File: src/rtl/t_chan_mon_pkg.sv
// Shared types for the multi-channel handshake monitor: lane state and stall counter.
package t_chan_mon_pkg;

  typedef enum logic {
    IDLE = 1'b0,
    WAIT = 1'b1
  } lane_state_e;

  typedef logic [7:0] stall_cnt_t;

  localparam int STALL_MAX = 255;

endpackage

File: src/rtl/t_chan_mon_lane.sv
// One monitored valid/ready stream: IDLE/WAIT FSM, saturating transfer counter, sticky errors.
// Defining T_CHAN_MON_ASSERT_EN adds per-lane immediate assertions on first error set.
module t_chan_mon_lane
  import t_chan_mon_pkg::*;
#(
  parameter int DW      = 8,
  parameter int CNT_W   = 16,
  parameter int TIMEOUT = 15
) (
  input  logic             clk,
  input  logic             reset_l,
  input  logic             valid,
  input  logic             ready,
  input  logic [DW-1:0]    data,
  input  logic             clear,
  output logic [CNT_W-1:0] count,
  output logic             err_stable,
  output logic             err_drop,
  output logic             err_timeout
);

  localparam stall_cnt_t      TO8 = stall_cnt_t'(TIMEOUT);
  localparam logic [8:0]      TO9 = 9'(TIMEOUT);
  localparam logic [CNT_W-1:0] CNT_ONE = {{(CNT_W-1){1'b0}}, 1'b1};

  lane_state_e      state, state_n;
  logic [DW-1:0]    latch, latch_n;
  stall_cnt_t       stall, stall_n;
  logic [8:0]       stall_sum;
  logic             inc, set_s, set_d, set_t;
  logic [CNT_W-1:0] cnt_base, count_n;

  assign stall_sum = {1'b0, stall} + 9'd1;

  always_comb begin
    state_n = state;
    latch_n = latch;
    stall_n = stall;
    inc     = 1'b0;
    set_s   = 1'b0;
    set_d   = 1'b0;
    set_t   = 1'b0;
    case (state)
      IDLE: begin
        if (valid) begin
          if (ready) begin
            inc = 1'b1;
          end else begin
            latch_n = data;
            stall_n = 8'd1;
            state_n = WAIT;
            set_t   = (TIMEOUT == 1);
          end
        end
      end
      WAIT: begin
        if (!valid) begin
          set_d   = 1'b1;
          stall_n = 8'd0;
          state_n = IDLE;
        end else begin
          // The stability check still applies on the accepting cycle.
          set_s = (data != latch);
          if (ready) begin
            inc     = 1'b1;
            stall_n = 8'd0;
            state_n = IDLE;
          end else begin
            stall_n = (stall_sum >= TO9) ? TO8 : stall_sum[7:0];
            set_t   = (stall_sum == TO9);
          end
        end
      end
      default: state_n = IDLE;
    endcase
  end

  // Clear takes effect before the same-cycle event.
  assign cnt_base = clear ? '0 : count;
  assign count_n  = (inc && (cnt_base != '1)) ? cnt_base + CNT_ONE : cnt_base;

  always_ff @(posedge clk or negedge reset_l) begin
    if (!reset_l) begin
      state       <= IDLE;
      latch       <= '0;
      stall       <= '0;
      count       <= '0;
      err_stable  <= 1'b0;
      err_drop    <= 1'b0;
      err_timeout <= 1'b0;
    end else begin
      state       <= state_n;
      latch       <= latch_n;
      stall       <= stall_n;
      count       <= count_n;
      err_stable  <= (err_stable  & ~clear) | set_s;
      err_drop    <= (err_drop    & ~clear) | set_d;
      err_timeout <= (err_timeout & ~clear) | set_t;
    end
  end

`ifdef T_CHAN_MON_ASSERT_EN
  function automatic void f_assert_stable$();
    assert (0);
  endfunction

  function automatic void f_assert_drop$();
    assert (0);
  endfunction

  function automatic void f_assert_timeout$();
    assert (0);
  endfunction

  always @(posedge clk) begin
    if (reset_l) begin
      if (set_s && (!err_stable  || clear)) f_assert_stable$();
      if (set_d && (!err_drop    || clear)) f_assert_drop$();
      if (set_t && (!err_timeout || clear)) f_assert_timeout$();
    end
  end
`endif

endmodule

File: src/rtl/t_chan_mon_multi.sv
// CHANNELS independent handshake monitor lanes; slices the buses and ORs the error bits.
// Optional per-lane assertions: define T_CHAN_MON_ASSERT_EN.
module t_chan_mon_multi
  import t_chan_mon_pkg::*;
#(
  parameter int CHANNELS = 4,
  parameter int DW       = 8,
  parameter int CNT_W    = 16,
  parameter int TIMEOUT  = 15
) (
  input  logic                      clk,
  input  logic                      reset_l,
  input  logic [CHANNELS-1:0]       in_valid,
  input  logic [CHANNELS-1:0]       in_ready,
  input  logic [CHANNELS*DW-1:0]    in_data,
  input  logic                      clear,
  output logic [CHANNELS*CNT_W-1:0] xfer_count,
  output logic [CHANNELS-1:0]       err_stable,
  output logic [CHANNELS-1:0]       err_drop,
  output logic [CHANNELS-1:0]       err_timeout,
  output logic                      any_err
);

  for (genvar i = 0; i < CHANNELS; i++) begin : g_lane
    t_chan_mon_lane #(
      .DW      (DW),
      .CNT_W   (CNT_W),
      .TIMEOUT (TIMEOUT)
    ) u_lane (
      .clk         (clk),
      .reset_l     (reset_l),
      .valid       (in_valid[i]),
      .ready       (in_ready[i]),
      .data        (in_data[i*DW +: DW]),
      .clear       (clear),
      .count       (xfer_count[i*CNT_W +: CNT_W]),
      .err_stable  (err_stable[i]),
      .err_drop    (err_drop[i]),
      .err_timeout (err_timeout[i])
    );
  end

  assign any_err = (|err_stable) | (|err_drop) | (|err_timeout);

endmodule

File: config.mk
export PLATFORM = sky130hd
export DESIGN_NAME = t_chan_mon_multi
export DESIGN_NICKNAME = d
export VERILOG_FILES = /design/src/rtl/t_chan_mon_pkg.sv /design/src/rtl/t_chan_mon_lane.sv /design/src/rtl/t_chan_mon_multi.sv
export SDC_FILE = /design/constraint.sdc
export NUM_CORES = 1
export LEC_CHECK = 0
export CAP_MARGIN = 20
export CORE_ASPECT_RATIO = 1.4
export CORE_MARGIN = 2
export CORE_UTILIZATION = 57
export CTS_BUF_LIST = sky130_fd_sc_hd__clkbuf_8
export DETAILED_ROUTE_END_ITERATION = 10
export PLACE_DENSITY = 0.86
export SETUP_SLACK_MARGIN = 0.1
export SLEW_MARGIN = 25
export SYNTH_ARGS = -nofsm -noshare
export SYNTH_HDL_FRONTEND = slang
export SYNTH_HIERARCHICAL = 1
export SYNTH_SLANG_ARGS = --single-unit
File: constraint.sdc
create_clock -name clk -period 2.65 [get_ports clk]
set_input_delay 0.6625 -clock clk [delete_from_list [all_inputs] [get_ports clk]]
set_output_delay 0.6625 -clock clk [all_outputs]
set_load 0.02 [all_outputs]
======== After elaboration in Yosys (flattened, before gate mapping) ========
Cells that the tools add are included.
storage, ports and cells
  output and inout bits ................... 77
  bits in registers ....................... 144
  input bits .............................. 43
cells by class
  magnitude comparators ................... 4
  bitwise logic cells ..................... 35
  multiplexer cells ....................... 76
  reductions and logical operators ........ 15
  equality and inequality tests ........... 20
  add/subtract/negate cells ............... 8
operators with widths
  kind                                                                                  number
  8-bit two-way mux                                                                     20
  16-bit two-way mux                                                                    8
  16-bit by 1-bit adder with 16-bit output (second input constant)                      4
  16-bit != test (second input constant)                                                4
  8-bit case mux with 2 select lines                                                    4
  1-bit two-way mux                                                                     40
  8-bit by 1-bit adder with 9-bit output (second input constant)                        4
  9-bit by 4-bit equality test with 1-bit output (second input constant)                4
  9-bit by 4-bit greater-or-equal comparator with 1-bit output (second input constant)  4
  8-bit != test                                                                         4
  2-bit != test (second input constant)                                                 8
  1-bit bitwise OR                                                                      14
  1-bit bitwise AND                                                                     12
  3-bit AND reduction                                                                   4
  4-bit OR reduction                                                                    3
  1-bit inverter                                                                        9
  1-bit case mux with 2 select lines                                                    4
  2-bit AND reduction                                                                   4
  1-bit logical AND                                                                     4

======== Longest topological paths before layout ========
  depth after elaboration ................. 6
  depth in mapped cells ................... 8
  mapped depth without buffers ............ 7

======== By module ========
The synthesis kept the hierarchy.
modules (own cells, without submodules)
  module                                   sequential area each (um^2)  area an instance (um^2)  instances  cells an instance
  t_chan_mon_lane at g_lane[0].u_lane ...  900.9                        2062.0                   2          193
  t_chan_mon_lane at g_lane[3].u_lane      900.9                        1973.1                   1          190
  t_chan_mon_lane at g_lane[1].u_lane      900.9                        1929.4                   1          186
  t_chan_mon_multi                         0.0                          23.8                     1          4

======== Worst setup path after synthesis ========
Ideal clock, no wire load.
  kind .................................... input to register
  start point ............................. input clear
  end point ............................... register g_lane[3].u_lane.count[10]
  data arrival time ....................... 2.318 ns
  stages .................................. 8
  path slack .............................. 0.254 ns
  buffers on the path ..................... 2
  cells stage by stage .................... buf_6 clkbuf_1 nor2b_1 ha_1 and3_1 nand3_4 or4_1 a21oi_1
between the ends
  longest elaborated chain between the ends .. 4
  elaborated cells between the ends (all ways) .. 5
  classes of those cells .................. add/sub (1); eq/ne (1); mux (2); reduce/logical (1)
ends and longest elaborated chain
  what                                                                                              RTL line                source
  start, declared                                                                                   t_chan_mon_multi.sv:16  input logic clear,
  16-bit two-way mux *                                                                              t_chan_mon_lane.sv:79   assign cnt_base = clear ? '0 : count;
  parallel branches: the longest is 2 deep, another holds 16-bit by 1-bit adder with 16-bit output  n/a
  16-bit two-way mux *                                                                              t_chan_mon_lane.sv:80   assign count_n = (inc && (cnt_base != '1)) ? cnt_base + CNT_ONE : cnt_base;
  net g_lane[3].u_lane.count_n[10]                                                                  t_chan_mon_lane.sv:31   logic [CNT_W-1:0] cnt_base, count_n;
  end signal, assigned                                                                              t_chan_mon_lane.sv:95   count <= count_n;
  end, declared                                                                                     t_chan_mon_lane.sv:16   output logic [CNT_W-1:0] count,
Mark *: on every way through the listed nets, which the timed path passes.
A chain may end at the register's enable or synchronous reset.

======== Worst setup path in the final report ========
  start point ............................. register g_lane[0].u_lane.err_drop
  end point ............................... output any_err
between the ends
  longest elaborated chain between the ends .. 3
ends and longest elaborated chain
  what                           RTL line                source
  start, declared                t_chan_mon_lane.sv:18   output logic err_drop,
  start signal, assigned         t_chan_mon_lane.sv:97   err_drop <= (err_drop & ~clear) | set_d;
  4-bit OR reduction             t_chan_mon_multi.sv:43  assign any_err = (|err_stable) | (|err_drop) | (|err_timeout);
  1-bit bitwise OR (2 in a row)  t_chan_mon_multi.sv:43
  end, declared                  t_chan_mon_multi.sv:21  output logic any_err
Every way passes these cells.

==> impl_results.md <==
- Min Clock Period, post-route: 2.327 ns
- Core Footprint: 0.01385 mm²
- CTS buffer count: 17
- Startpoint Class: register
- Number of detailed-routing iterations run before antenna repair: 4
- Type of the worst setup path: reg2out
- Reg-to-reg startpoint: g_lane[1].u_lane/stall[0]
- Top-Level Pins: 120
- Fmax: 429.7 MHz
- First-pass GRT wire length: 30.34 mm
- Antenna Cells: 0
- Fraction of synthesized cell area taken by the top area cell type: 44.76%
- Number of antenna violations at the first check in global routing: 0
- Synth top area cells: sky130_fd_sc_hd__dfrtp_1 (45%), sky130_fd_sc_hd__mux2_2 (5.3%), sky130_fd_sc_hd__xnor2_1 (3.8%)
- Seq/Total Area, Yosys: 44.76%
- Crit path max-delay cell type: sky130_fd_sc_hd__dfrtp_1
- Actual transition at the worst max-transition pin: 0.5908 ns
- Clock tree from TritonCTS: built
- Finished Cell Area: 0.009965 mm²
- Largest stage delay on the critical path: 0.45 ns
- Total Routing Usage GR: 24.79%
- Final count of negative-setup-slack endpoints: 0
- Clock Sinks: 144
- Number of port buffers: 119
- Count of maximum capacitance violations: 0
- Headroom to the max-slew limit: 60.62%
- Count of distinct cell types in the synthesized netlist: 74
- Power per Cell Area: 476.3 mW/mm²
- IR Drop Worst-Case VDD: 0.0003975 V
- Avg Synthesized Cell Area: 10.51 µm²
- Status: finished, final reports clean
- Number of instances in the synthesized netlist: 766
- Number of hold violations in the final report: 0
- Vias in the first global route: 6496
- Skew-Pair Late Insertion Delay: 0.43 ns
- Unrepaired setup endpoints after global routing: no
- Clock H-tree levels: 4
- Non-filler instance count after layout: 1110
- Wirelength per Cell: 16.32 µm
- Via density: 5.853
- Worst Path Max Fanout: 3
- Final Max Tran Viols: 0
- DRT iter0 DRCs: 292
- Most used flip-flop cell after synthesis: sky130_fd_sc_hd__dfrtp_1
- Final period util: 87.82%
- Count of synthesis-stage warnings from yosys: 6
- Number of nets still failing antenna checks after routing: 0
- EDFF count, synth: 0
- RD Place Congestion: 0.8738
- Static Leak: 4.184 nW
- Floorplan die height: 144.6 µm
- Syn_nets: 821
- Root buffer selected by CTS: sky130_fd_sc_hd__clkbuf_8
- Number of synthesized register bits: 144
- Growth of design area from synthesis to finish: 23.78%
- Total wire length: 18.12 mm
- Remaining DRCs: 0
- Sum of net half-perimeters after detailed placement: 13.50 mm
- Worst-path cell chain: nor4_1, nand3_1, dlygate4sd2_1
- Number of cells on the worst reg-to-reg path: 5
- Dpl cells: 1078
- Largest net degree at the start of global routing: 62
- Share of cells above drive strength 1: 15.46%
- Placement Rows: 51
- Number of buffers between clock root and the deepest sink: 2
- Accumulated negative setup slack: 0 ns
- Die Footprint: 0.01510 mm²
- Data arrival, critical path: 1.66 ns
- Worst endpoint required time: 1.99 ns
- Netlist area before placement: 0.008050 mm²
- Die width: 104.4 µm
- Endpoint type of the worst setup path: output pin
- Maximum clock skew at final layout: 0.01073 ns
- Starting density of the core: 58.14%
- Library cell occupying the most area in the post-synthesis netlist: sky130_fd_sc_hd__dfrtp_1
- NumNets Final: 967
- Total grt overflow: 0
- Area after DPL: 0.009575 mm²
- Total via count in the routed design: 6497
- Class of the tightest hold or removal check: in2async
- Share of synthesized registers carrying an async set or reset: 100.0%
- Reg2Reg Setup Slack: 0.52 ns
- Clock-pin slew on the worst setup and hold paths: 0.08 ns
- Reg-to-reg endpoint: g_lane[1].u_lane/stall[1]
[state kept, by name, indices dropped and copies added (netlist names)]
register	count
g_lane.u_lane/count	64
g_lane.u_lane/err_drop	4
g_lane.u_lane/err_stable	4
g_lane.u_lane/err_timeout	4
g_lane.u_lane/latch	32
g_lane.u_lane/stall	32
g_lane.u_lane/state	4
[metrics by stage]
stage               power [mW]  util (%)  worst slack [ns]  hold WS [ns]
detailed placement       3.093     69.15           0.04401        0.4774
CTS                      4.807     71.96            0.2975        0.1940
global route             4.982     71.96            0.1791        0.2092
floorplan                2.816         -            0.2540        0.3669
finish                   4.746     71.96            0.3229        0.1883
global placement         3.068     69.15            0.1461        0.4700
[kinds of logic after synthesis]
family / after synthesis / share of synthesized area [%]
fa+ha+maj: 12 / 1.865
xor+xnor: 57 / 6.201
simple gates: 309 / 24.26
flops: 144 / 44.76
buf+inv: 47 / 3.062
compound gates: 145 / 12.57
mux: 52 / 7.274
[worst max-delay path, delay by kind of cell, from the launching register on]
kind	cells	cell delay [ns]
buf+inv	1	0.35
simple gates	2	0.43
flops	1	0.45
[layout make-up]
type | instances | area, µm²
Tap cell | 185 | 231.5
Inverter | 26 | 97.59
Fill cell | 1021 | 3882
Clock inverter | 14 | 142.6
Clock buffer | 18 | 247.7
Timing Repair Buffer | 148 | 1441
Multi-Input combinational cell | 575 | 4200
Sequential cell | 144 | 3603
[Yosys cell counts, types with 4 or more instances]
master / n
sky130_fd_sc_hd__nand3_1: 23
sky130_fd_sc_hd__a211oi_1: 13
sky130_fd_sc_hd__nor3_1: 15
sky130_fd_sc_hd__and2_1: 22
sky130_fd_sc_hd__o21ai_0: 21
sky130_fd_sc_hd__clkbuf_1: 8
sky130_fd_sc_hd__nand2b_1: 20
sky130_fd_sc_hd__a21oi_2: 4
sky130_fd_sc_hd__nand4_4: 4
sky130_fd_sc_hd__and3_1: 14
sky130_fd_sc_hd__ha_1: 12
sky130_fd_sc_hd__xor2_1: 22
sky130_fd_sc_hd__xnor2_1: 35
sky130_fd_sc_hd__nor2_1: 46
sky130_fd_sc_hd__o31ai_1: 9
sky130_fd_sc_hd__nand2_1: 38
sky130_fd_sc_hd__o211ai_1: 7
sky130_fd_sc_hd__buf_6: 7
sky130_fd_sc_hd__dfrtp_1: 144
sky130_fd_sc_hd__mux2_1: 10
sky130_fd_sc_hd__buf_2: 5
sky130_fd_sc_hd__or4_1: 11
sky130_fd_sc_hd__a21oi_1: 45
sky130_fd_sc_hd__inv_1: 26
sky130_fd_sc_hd__mux2_2: 38
sky130_fd_sc_hd__nand4_1: 19
sky130_fd_sc_hd__and2b_1: 4
sky130_fd_sc_hd__nand3b_1: 9
sky130_fd_sc_hd__a32o_1: 4
sky130_fd_sc_hd__nor2b_1: 28
sky130_fd_sc_hd__nor4_1: 15
sky130_fd_sc_hd__a41oi_1: 6
sky130_fd_sc_hd__and4_1: 5
[worst max path at each step]
stage,from,end,depth (start not counted)
after global placement,clear,g_lane[2].u_lane/count[1],9
final,g_lane[0].u_lane/err_drop,any_err,3
after floorplan,clear,g_lane[3].u_lane/count[10],8
after detailed placement,clear,g_lane[2].u_lane/count[12],8
after global routing,g_lane[0].u_lane/err_drop,any_err,3
after CTS,g_lane[0].u_lane/err_timeout,any_err,3
[where the power goes]
part | total, mW | switching [mW] | internal (mW)
Combinational | 0.604 | 0.284 | 0.320
Sequential | 2.44 | 0.118 | 2.32
Clock | 1.70 | 0.843 | 0.859
Total | 4.75 | 1.25 | 3.50
[repair_timing]
action | CTS | global route
setup endpoints to repair | 1 | 0
resized for setup | 1 | 0
hold buffers | 0 | 0
setup buffers | 0 | 0
[placed cells by master, fill, tap and decap left out, types with 5 or more instances in the layout]
| cell type | n |
|---|---|
| sky130_fd_sc_hd__nor2_1 | 46 |
| sky130_fd_sc_hd__and3_1 | 14 |
| sky130_fd_sc_hd__nand2_1 | 38 |
| sky130_fd_sc_hd__o211ai_1 | 7 |
| sky130_fd_sc_hd__nand3b_1 | 9 |
| sky130_fd_sc_hd__nor3_1 | 15 |
| sky130_fd_sc_hd__and2_1 | 22 |
| sky130_fd_sc_hd__o31ai_1 | 9 |
| sky130_fd_sc_hd__a41oi_1 | 6 |
| sky130_fd_sc_hd__xnor2_1 | 35 |
| sky130_fd_sc_hd__nand4_1 | 19 |
| sky130_fd_sc_hd__xor2_1 | 22 |
| sky130_fd_sc_hd__clkbuf_8 | 18 |
| sky130_fd_sc_hd__a21oi_1 | 45 |
| sky130_fd_sc_hd__nand2b_1 | 20 |
| sky130_fd_sc_hd__nor4_1 | 15 |
| sky130_fd_sc_hd__dfrtp_1 | 144 |
| sky130_fd_sc_hd__or4_1 | 11 |
| sky130_fd_sc_hd__mux2_2 | 38 |
| sky130_fd_sc_hd__ha_1 | 12 |
| sky130_fd_sc_hd__nand3_1 | 23 |
| sky130_fd_sc_hd__clkdlybuf4s50_1 | 116 |
| sky130_fd_sc_hd__a211oi_1 | 13 |
| sky130_fd_sc_hd__inv_1 | 27 |
| sky130_fd_sc_hd__o21ai_0 | 21 |
| sky130_fd_sc_hd__nor2b_1 | 28 |
| sky130_fd_sc_hd__mux2_1 | 10 |
| sky130_fd_sc_hd__buf_4 | 26 |
| sky130_fd_sc_hd__and4_1 | 5 |
[metal layers]
| layer | part of all wire [%] | vias up | track usage, % |
|---|---|---|---|
| li1 | - | 3100 | - |
| met1 | 40 | 3203 | 27.68 |
| met2 | 54 | 153 | 45.85 |
| met3 | 4.3 | 41 | 4.822 |
| met4 | 2.3 | 0 | 10.95 |
| met5 | 0 | - | 0 |
Power figures use the tool's default switching activity.
